==> src/rtl/cpu_sequencer.sv <==
// Multicycle control sequencer for the processor datapath.
// Walks FETCH -> DECODE -> EXEC [-> MEM [-> WB]] per instruction, with interrupt
// entry at instruction boundaries, a halt state and a memory-timeout trap.
// Owns every datapath strobe and select, and guarantees that at most one of
// PcEn/LrEn/AluEn/MemEn drives SysBus in any cycle.

package opcodes;
   typedef enum logic [2:0] {
      IC_ALU    = 3'd0,
      IC_LOAD   = 3'd1,
      IC_STORE  = 3'd2,
      IC_BRANCH = 3'd3,
      IC_CALL   = 3'd4,
      IC_RET    = 3'd5,
      IC_HALT   = 3'd6,
      IC_NOP    = 3'd7
   } instr_class_e;

   typedef enum logic [1:0] {Pc1, PcAluOut, PcLr, PcInt} pc_sel_e;
   typedef enum logic       {Op1Rd1, Op1Pc}              op1_sel_e;
   typedef enum logic       {Op2Rd2, Op2Imm}             op2_sel_e;
   typedef enum logic       {WdAlu, WdSys}               wd_sel_e;
   typedef enum logic       {LrPc, LrAlu}                lr_sel_e;
endpackage

module cpu_sequencer
   import opcodes::*;
#(
   parameter int unsigned MAX_WAIT = 15
) (
   input  logic       Clock,
   input  logic       Reset,
   input  logic [2:0] InstrClass,
   input  logic       BranchTaken,
   input  logic       MemAck,
   input  logic       IntReq,
   output logic       MemReq,
   output logic       MemWrite,
   output logic       IntAck,
   output logic       BusErr,
   output logic       Halted,
   output logic       IrWe,
   output logic       PcWe,
   output logic       PcEn,
   output logic       LrWe,
   output logic       LrEn,
   output logic       AluWe,
   output logic       AluEn,
   output logic       RegWe,
   output logic       MemEn,
   output pc_sel_e    PcSel,
   output op1_sel_e   Op1Sel,
   output op2_sel_e   Op2Sel,
   output wd_sel_e    WdSel,
   output lr_sel_e    LrSel
);

   typedef enum logic [2:0] {
      S_FETCH, S_DECODE, S_EXEC, S_MEM, S_WB, S_INT, S_HALT, S_TRAP
   } state_e;

   localparam logic [7:0] WAIT_LIMIT = 8'(MAX_WAIT);

   state_e       state_q,    state_d;
   logic         int_en_q,   int_en_d;
   logic         bus_err_q,  bus_err_d;
   logic         is_store_q, is_store_d;
   logic [7:0]   wait_cnt_q, wait_cnt_d;

   instr_class_e instr_class;
   logic         int_take;
   logic         mem_wait;
   logic         timeout;
   state_e       boundary_state;

   assign instr_class    = instr_class_e'(InstrClass);
   // An instruction boundary diverts to interrupt entry when one is pending and enabled.
   assign int_take       = IntReq & int_en_q;
   assign boundary_state = int_take ? S_INT : S_FETCH;
   // MemReq is high in both FETCH and MEM, so an un-acked cycle there is a wait cycle.
   assign mem_wait       = ((state_q == S_FETCH) || (state_q == S_MEM)) && !MemAck;
   // MemAck arriving in the limit cycle clears mem_wait, so the ack wins over the timeout.
   assign timeout        = mem_wait && (wait_cnt_q == WAIT_LIMIT);

   // State register and sequencer bookkeeping, synchronous reset.
   always_ff @(posedge Clock) begin
      // NOTE: non-blocking assignments here so every flop samples the pre-edge value of every other flop.
      if (Reset) begin
         state_q    <= S_FETCH;
         int_en_q   <= 1'b1;
         bus_err_q  <= 1'b0;
         is_store_q <= 1'b0;
         wait_cnt_q <= '0;
      end else begin
         state_q    <= state_d;
         int_en_q   <= int_en_d;
         bus_err_q  <= bus_err_d;
         is_store_q <= is_store_d;
         wait_cnt_q <= wait_cnt_d;
      end
   end

   // Next-state logic: instruction flow, interrupt enable, wait counter and timeout trap.
   always_comb begin
      // NOTE: every variable gets a default first so no path through the case infers a latch.
      state_d    = state_q;
      int_en_d   = int_en_q;
      bus_err_d  = bus_err_q;
      is_store_d = is_store_q;
      wait_cnt_d = '0;
      if (mem_wait && !timeout) begin
         wait_cnt_d = wait_cnt_q + 8'd1;
      end

      case (state_q)
         S_FETCH: begin
            if (MemAck) state_d = S_DECODE;
         end
         S_DECODE: state_d = S_EXEC;
         S_EXEC: begin
            case (instr_class)
               IC_LOAD: begin
                  is_store_d = 1'b0;
                  state_d    = S_MEM;
               end
               IC_STORE: begin
                  is_store_d = 1'b1;
                  state_d    = S_MEM;
               end
               IC_RET: begin
                  // Re-enable takes effect from the next boundary onwards.
                  int_en_d = 1'b1;
                  state_d  = boundary_state;
               end
               IC_HALT: state_d = S_HALT;
               default: state_d = boundary_state;
            endcase
         end
         S_MEM: begin
            if (MemAck) state_d = is_store_q ? boundary_state : S_WB;
         end
         S_WB: state_d = boundary_state;
         S_INT: begin
            int_en_d = 1'b0;
            state_d  = S_FETCH;
         end
         S_HALT: begin
            if (int_take) state_d = S_INT;
         end
         S_TRAP: state_d = S_TRAP;
      endcase

      if (timeout) begin
         bus_err_d = 1'b1;
         state_d   = S_TRAP;
      end
   end

   // Datapath strobes and selects; all held idle while Reset is asserted.
   always_comb begin
      MemReq   = 1'b0;
      MemWrite = 1'b0;
      IntAck   = 1'b0;
      IrWe     = 1'b0;
      PcWe     = 1'b0;
      PcEn     = 1'b0;
      LrWe     = 1'b0;
      LrEn     = 1'b0;
      AluWe    = 1'b0;
      AluEn    = 1'b0;
      RegWe    = 1'b0;
      MemEn    = 1'b0;
      PcSel    = Pc1;
      Op1Sel   = Op1Rd1;
      Op2Sel   = Op2Rd2;
      WdSel    = WdAlu;
      LrSel    = LrPc;

      if (!Reset) begin
         case (state_q)
            S_FETCH: begin
               PcEn   = 1'b1;
               MemReq = 1'b1;
               if (MemAck) begin
                  IrWe = 1'b1;
                  PcWe = 1'b1;
               end
            end
            S_EXEC: begin
               case (instr_class)
                  IC_ALU: RegWe = 1'b1;
                  IC_LOAD, IC_STORE: AluWe = 1'b1;
                  IC_BRANCH: begin
                     if (BranchTaken) begin
                        PcSel  = PcAluOut;
                        Op1Sel = Op1Pc;
                        Op2Sel = Op2Imm;
                        PcWe   = 1'b1;
                     end
                  end
                  IC_CALL: begin
                     LrWe  = 1'b1;
                     LrSel = LrPc;
                     PcWe  = 1'b1;
                     PcSel = PcAluOut;
                  end
                  IC_RET: begin
                     PcSel = PcLr;
                     PcWe  = 1'b1;
                  end
                  default: ;
               endcase
            end
            S_MEM: begin
               AluEn    = 1'b1;
               MemReq   = 1'b1;
               MemWrite = is_store_q;
            end
            S_WB: begin
               MemEn = 1'b1;
               WdSel = WdSys;
               RegWe = 1'b1;
            end
            S_INT: begin
               LrWe   = 1'b1;
               LrSel  = LrPc;
               PcSel  = PcInt;
               PcWe   = 1'b1;
               IntAck = 1'b1;
            end
            default: ;
         endcase
      end
   end

   assign BusErr = bus_err_q;
   assign Halted = (state_q == S_HALT);

endmodule
==> config.mk <==
export PLATFORM = sky130hd
export DESIGN_NAME = cpu_sequencer
export DESIGN_NICKNAME = d
export VERILOG_FILES = /design/src/rtl/cpu_sequencer.sv
export SDC_FILE = /design/constraint.sdc
export NUM_CORES = 1
export LEC_CHECK = 0
export BUFFER_PORTS_ARGS = -buffer_cell sky130_fd_sc_hd__buf_2
export CAP_MARGIN = 20
export CORE_MARGIN = 2
export CORE_UTILIZATION = 43
export DETAILED_ROUTE_END_ITERATION = 8
export GPL_TIMING_DRIVEN = 0
export PLACE_DENSITY_LB_ADDON = 0.08
export SLEW_MARGIN = 20
export SYNTH_ARGS = -nofsm -noshare
export SYNTH_HDL_FRONTEND = slang
export SYNTH_SLANG_ARGS = --single-unit
==> constraint.sdc <==
create_clock -name Clock -period 4.2 [get_ports Clock]
set_input_delay 0.21 -clock Clock [delete_from_list [all_inputs] [get_ports Clock]]
set_output_delay 0.21 -clock Clock [all_outputs]
set_load 0.1 [all_outputs]
==> out/results.tsv <==
stage	metric	value	unit
outcome	status	finished, final reports clean	
min_path	Hold Startpoint	InstrClass[2]	
placed_design	Setup Slack @ Placement	1990	ps
floorplanning	Initial Util	46.8	%
global_route	first-pass GRT wire length	3660	um
cts	Num CTS Buffers	3	
global_route	initial antenna violation count	0	
sta	Worst Setup Slack, final	1640	ps
sta	Fmax	391	MHz
sta	endpoints failing setup	0	
placed_design	placed wire-length estimate	1580	um
floorplanning	die area	2570	sq um
cts	CTS Root Cell	clkbuf_4	
power	P per Cell Area	658	nW/um^2
final_layout	fraction of layout cells with a size suffix above 1	29.7	%
placed_design	Cell Area, Placed	1110	sq um
setup_path	critical path depth	6	
floorplanning	Die Width	50.7	um
final_layout	Layout area overhead	22.2	%
setup_path	Worst R2R Path Depth	4	
sta	Clock Skew	9.83	ps
sta	final period utilization	60.9	%
yosys	cell count after synthesis	126	
run	max_cap viols	0	
sta	min Tclk post-route	2560	ps
cts	Post-CTS Resized	0	
detailed_routing	first drt pass iteration count	4	
global_route	All-Layer GR Usage	18.5	%
floorplanning	num rows	16	
setup_path	Worst R2R Start	wait_cnt_q[6]	
setup_path	kind of critical path	register to output port	
yosys	mapped cell area	936	sq um
setup_path	Critical Path End Type	output port	
detailed_routing	remaining antenna violation count	0	
setup_path	Crit-path slowest cell	nor3b_1	
final_layout	# diodes	0	
detailed_routing	total number of vias	948	
setup_path	CP peak stage delay	470	ps
setup_path	Worst Setup Start Kind	register	
global_route	vias in the first global route	838	
cts	CTS H-tree lvls	1	
setup_path	CP arrival	2350	ps
cts	# clock sinks	14	
yosys	synthesized flop and latch total	14	
detailed_routing	WL/cell	11.7	um
floorplanning	core box area	2000	sq um
min_path	Hold Path Class	input port to register	
setup_path	reg-to-reg slack, setup	2480	ps
setup_path	CP Data Required Time	3990	ps
final_layout	number of nets in the layout	165	
yosys	predominant post-synthesis flop cell	dfxtp_1	
min_path	Hold Crit Endpoint	is_store_q	
placed_design	Placer Congestion	0.852	
cts	CTS max path bufs	2	
cts	CTS tree	built	
sta	Fin Setup TNS	0	ps
sta	Worst Tran Pin Value	550	ps
setup_path	worst-path cell chain	buf_6 -> nor3b_1 -> nand2b_1 -> nor3_1 -> buf_4 -> buf_2	
detailed_routing	DRC Markers	0	
final_layout	commonest cells after routing, fill and taps aside	buf_2 (24), dfxtp_1 (14), nor2_1 (14), nand2_1 (10), nor2_2 (8)	
global_route	largest net degree at the start of global routing	11	
final_layout	design area	1140	sq um
detailed_routing	Total Wirelength	2120	um
power	total power	0.000753	W
detailed_routing	Starting DRT DRC Count	14	
floorplanning	I/O pins	28	
sta	Hold WS	334	ps
setup_path	crit path buf inv count	3	
yosys	post-synthesis sequential area ratio	29.9	%
setup_path	CP delay by family, top	simple AND/OR/NAND/NOR gates	
cts	postcts setup bufs	0	
sta	Max-slew headroom	63.3	%
yosys	library cells used by synthesis	38	
final_layout	commonest non-fill, non-tap cell in the layout	buf_2	
placed_design	IO buf count	24	
detailed_routing	Vias/cell	5.21	
global_route	GR Overflow Total	0	
cts	clock-pin slew on the worst setup and hold paths	100	ps
yosys	synthesized area per cell	7.43	sq um
sta	Max Slew Vio Count	0	
power	Pleak	0.531	nW
setup_path	crit path max fanout	8	
sta	final hold violation count	0	
floorplanning	die height	50.7	um
cts	hold buffers post-CTS	0	
cts	clk_lat worst skew	290	ps
min_path	Min-Delay Path Depth	5	
power	worst vdd ir	0.000402	V
setup_path	reg2reg end	state_q[1]	
yosys	Ys Warns	0	
sta	RSZ-0062 raised after global routing	false	
yosys	fraction of registers with async set/reset	0	%
yosys	Post-synth EDFFs	0	
==> metal layers <==
| layer | share of wire, % | track usage (%) | vias to the layer above |
|---|---|---|---|
| li1 | - | - | 485 |
| met2 | 44 | 29.4 | 22 |
| met3 | 4.7 | 3.87 | 2 |
| met4 | 0.57 | 5.41 | 0 |
| met1 | 51 | 25.0 | 439 |
| met5 | 0 | 0 | - |
==> sequential cells by signal, summed over array words and instances (netlist names) <==
register    flops
wait_cnt_q      8
state_q         3
BusErr          1
int_en_q        1
is_store_q      1
==> worst max path at each step <==
| stage | start | slack (ps) | to |
|---|---|---|---|
| 3_5_place_dp | state_q[0] | 1990 | Op2Sel |
| 4_1_cts | state_q[0] | 1650 | Op2Sel |
| 2_1_floorplan | state_q[0] | 330 | Op2Sel |
| 3_3_place_gp | state_q[0] | 2000 | Op2Sel |
| 6_report | state_q[0] | 1640 | Op2Sel |
| 5_1_grt | state_q[0] | 1540 | Op2Sel |
==> tightest hold or removal path, cell delays in order <==
cell       delay (ps)
buf_2             120
nor2_1             80
nand2_1            70
a2bb2oi_1          50
nor2_1             70
==> power by group <==
| group | leakage (nW) | internal (W) | switching [W] |
|---|---|---|---|
| Combinational | 0.396 | 0.000117 | 0.000362 |
| Clock | 0.0210 | 0.0000527 | 0.0000500 |
| Sequential | 0.114 | 0.000152 | 0.0000184 |
| Total | 0.531 | 0.000322 | 0.000430 |
==> final cells by class <==
cell class | count | area (sq um)
inverters | 7 | 26.3
plain buffers | 11 | 71.3
well taps | 27 | 33.8
flip-flops and latches | 14 | 280
repair buffers | 24 | 120
multi-input cells | 95 | 576
fillers | 207 | 858
clock buffers | 4 | 36.3
==> logic make-up (layout without fill, tap and decap cells) <==
kind of cell             after synthesis  count (layout)  share of synthesized area (%)
other                                  1               2                          0.401
buffers and inverters                 18              46                           10.4
AO/OA/AOI/OAI                         27              27                           19.1
XOR/XNOR                               6               6                           5.61
flip-flops                            14              14                           29.9
AND/OR/NAND/NOR                       59              59                           33.2
adder cells (fa/ha/maj)                1               1                           1.34
==> per-stage QoR <==
stage,std cells,util [%]
2_1_floorplan,127,-
3_3_place_gp,178,55.3
3_5_place_dp,178,55.3
4_1_cts,182,57.1
5_1_grt,182,57.1
6_report,182,57.1
==> synth_stat cells (3+ instances only) <==
library cell | number | area [sq um]
a21oi_1 | 6 | 30.0
a31oi_1 | 3 | 18.8
buf_4 | 4 | 30.0
clkbuf_1 | 5 | 18.8
dfxtp_1 | 14 | 280
inv_1 | 7 | 26.3
nand2_1 | 10 | 37.5
nand3_1 | 4 | 20.0
nor2_1 | 14 | 52.6
nor2_2 | 8 | 50.1
nor2b_1 | 6 | 37.5
nor3_1 | 4 | 20.0
o21ai_0 | 4 | 20.0
xnor2_1 | 4 | 35.0
(Power assumes the default switching activity.)
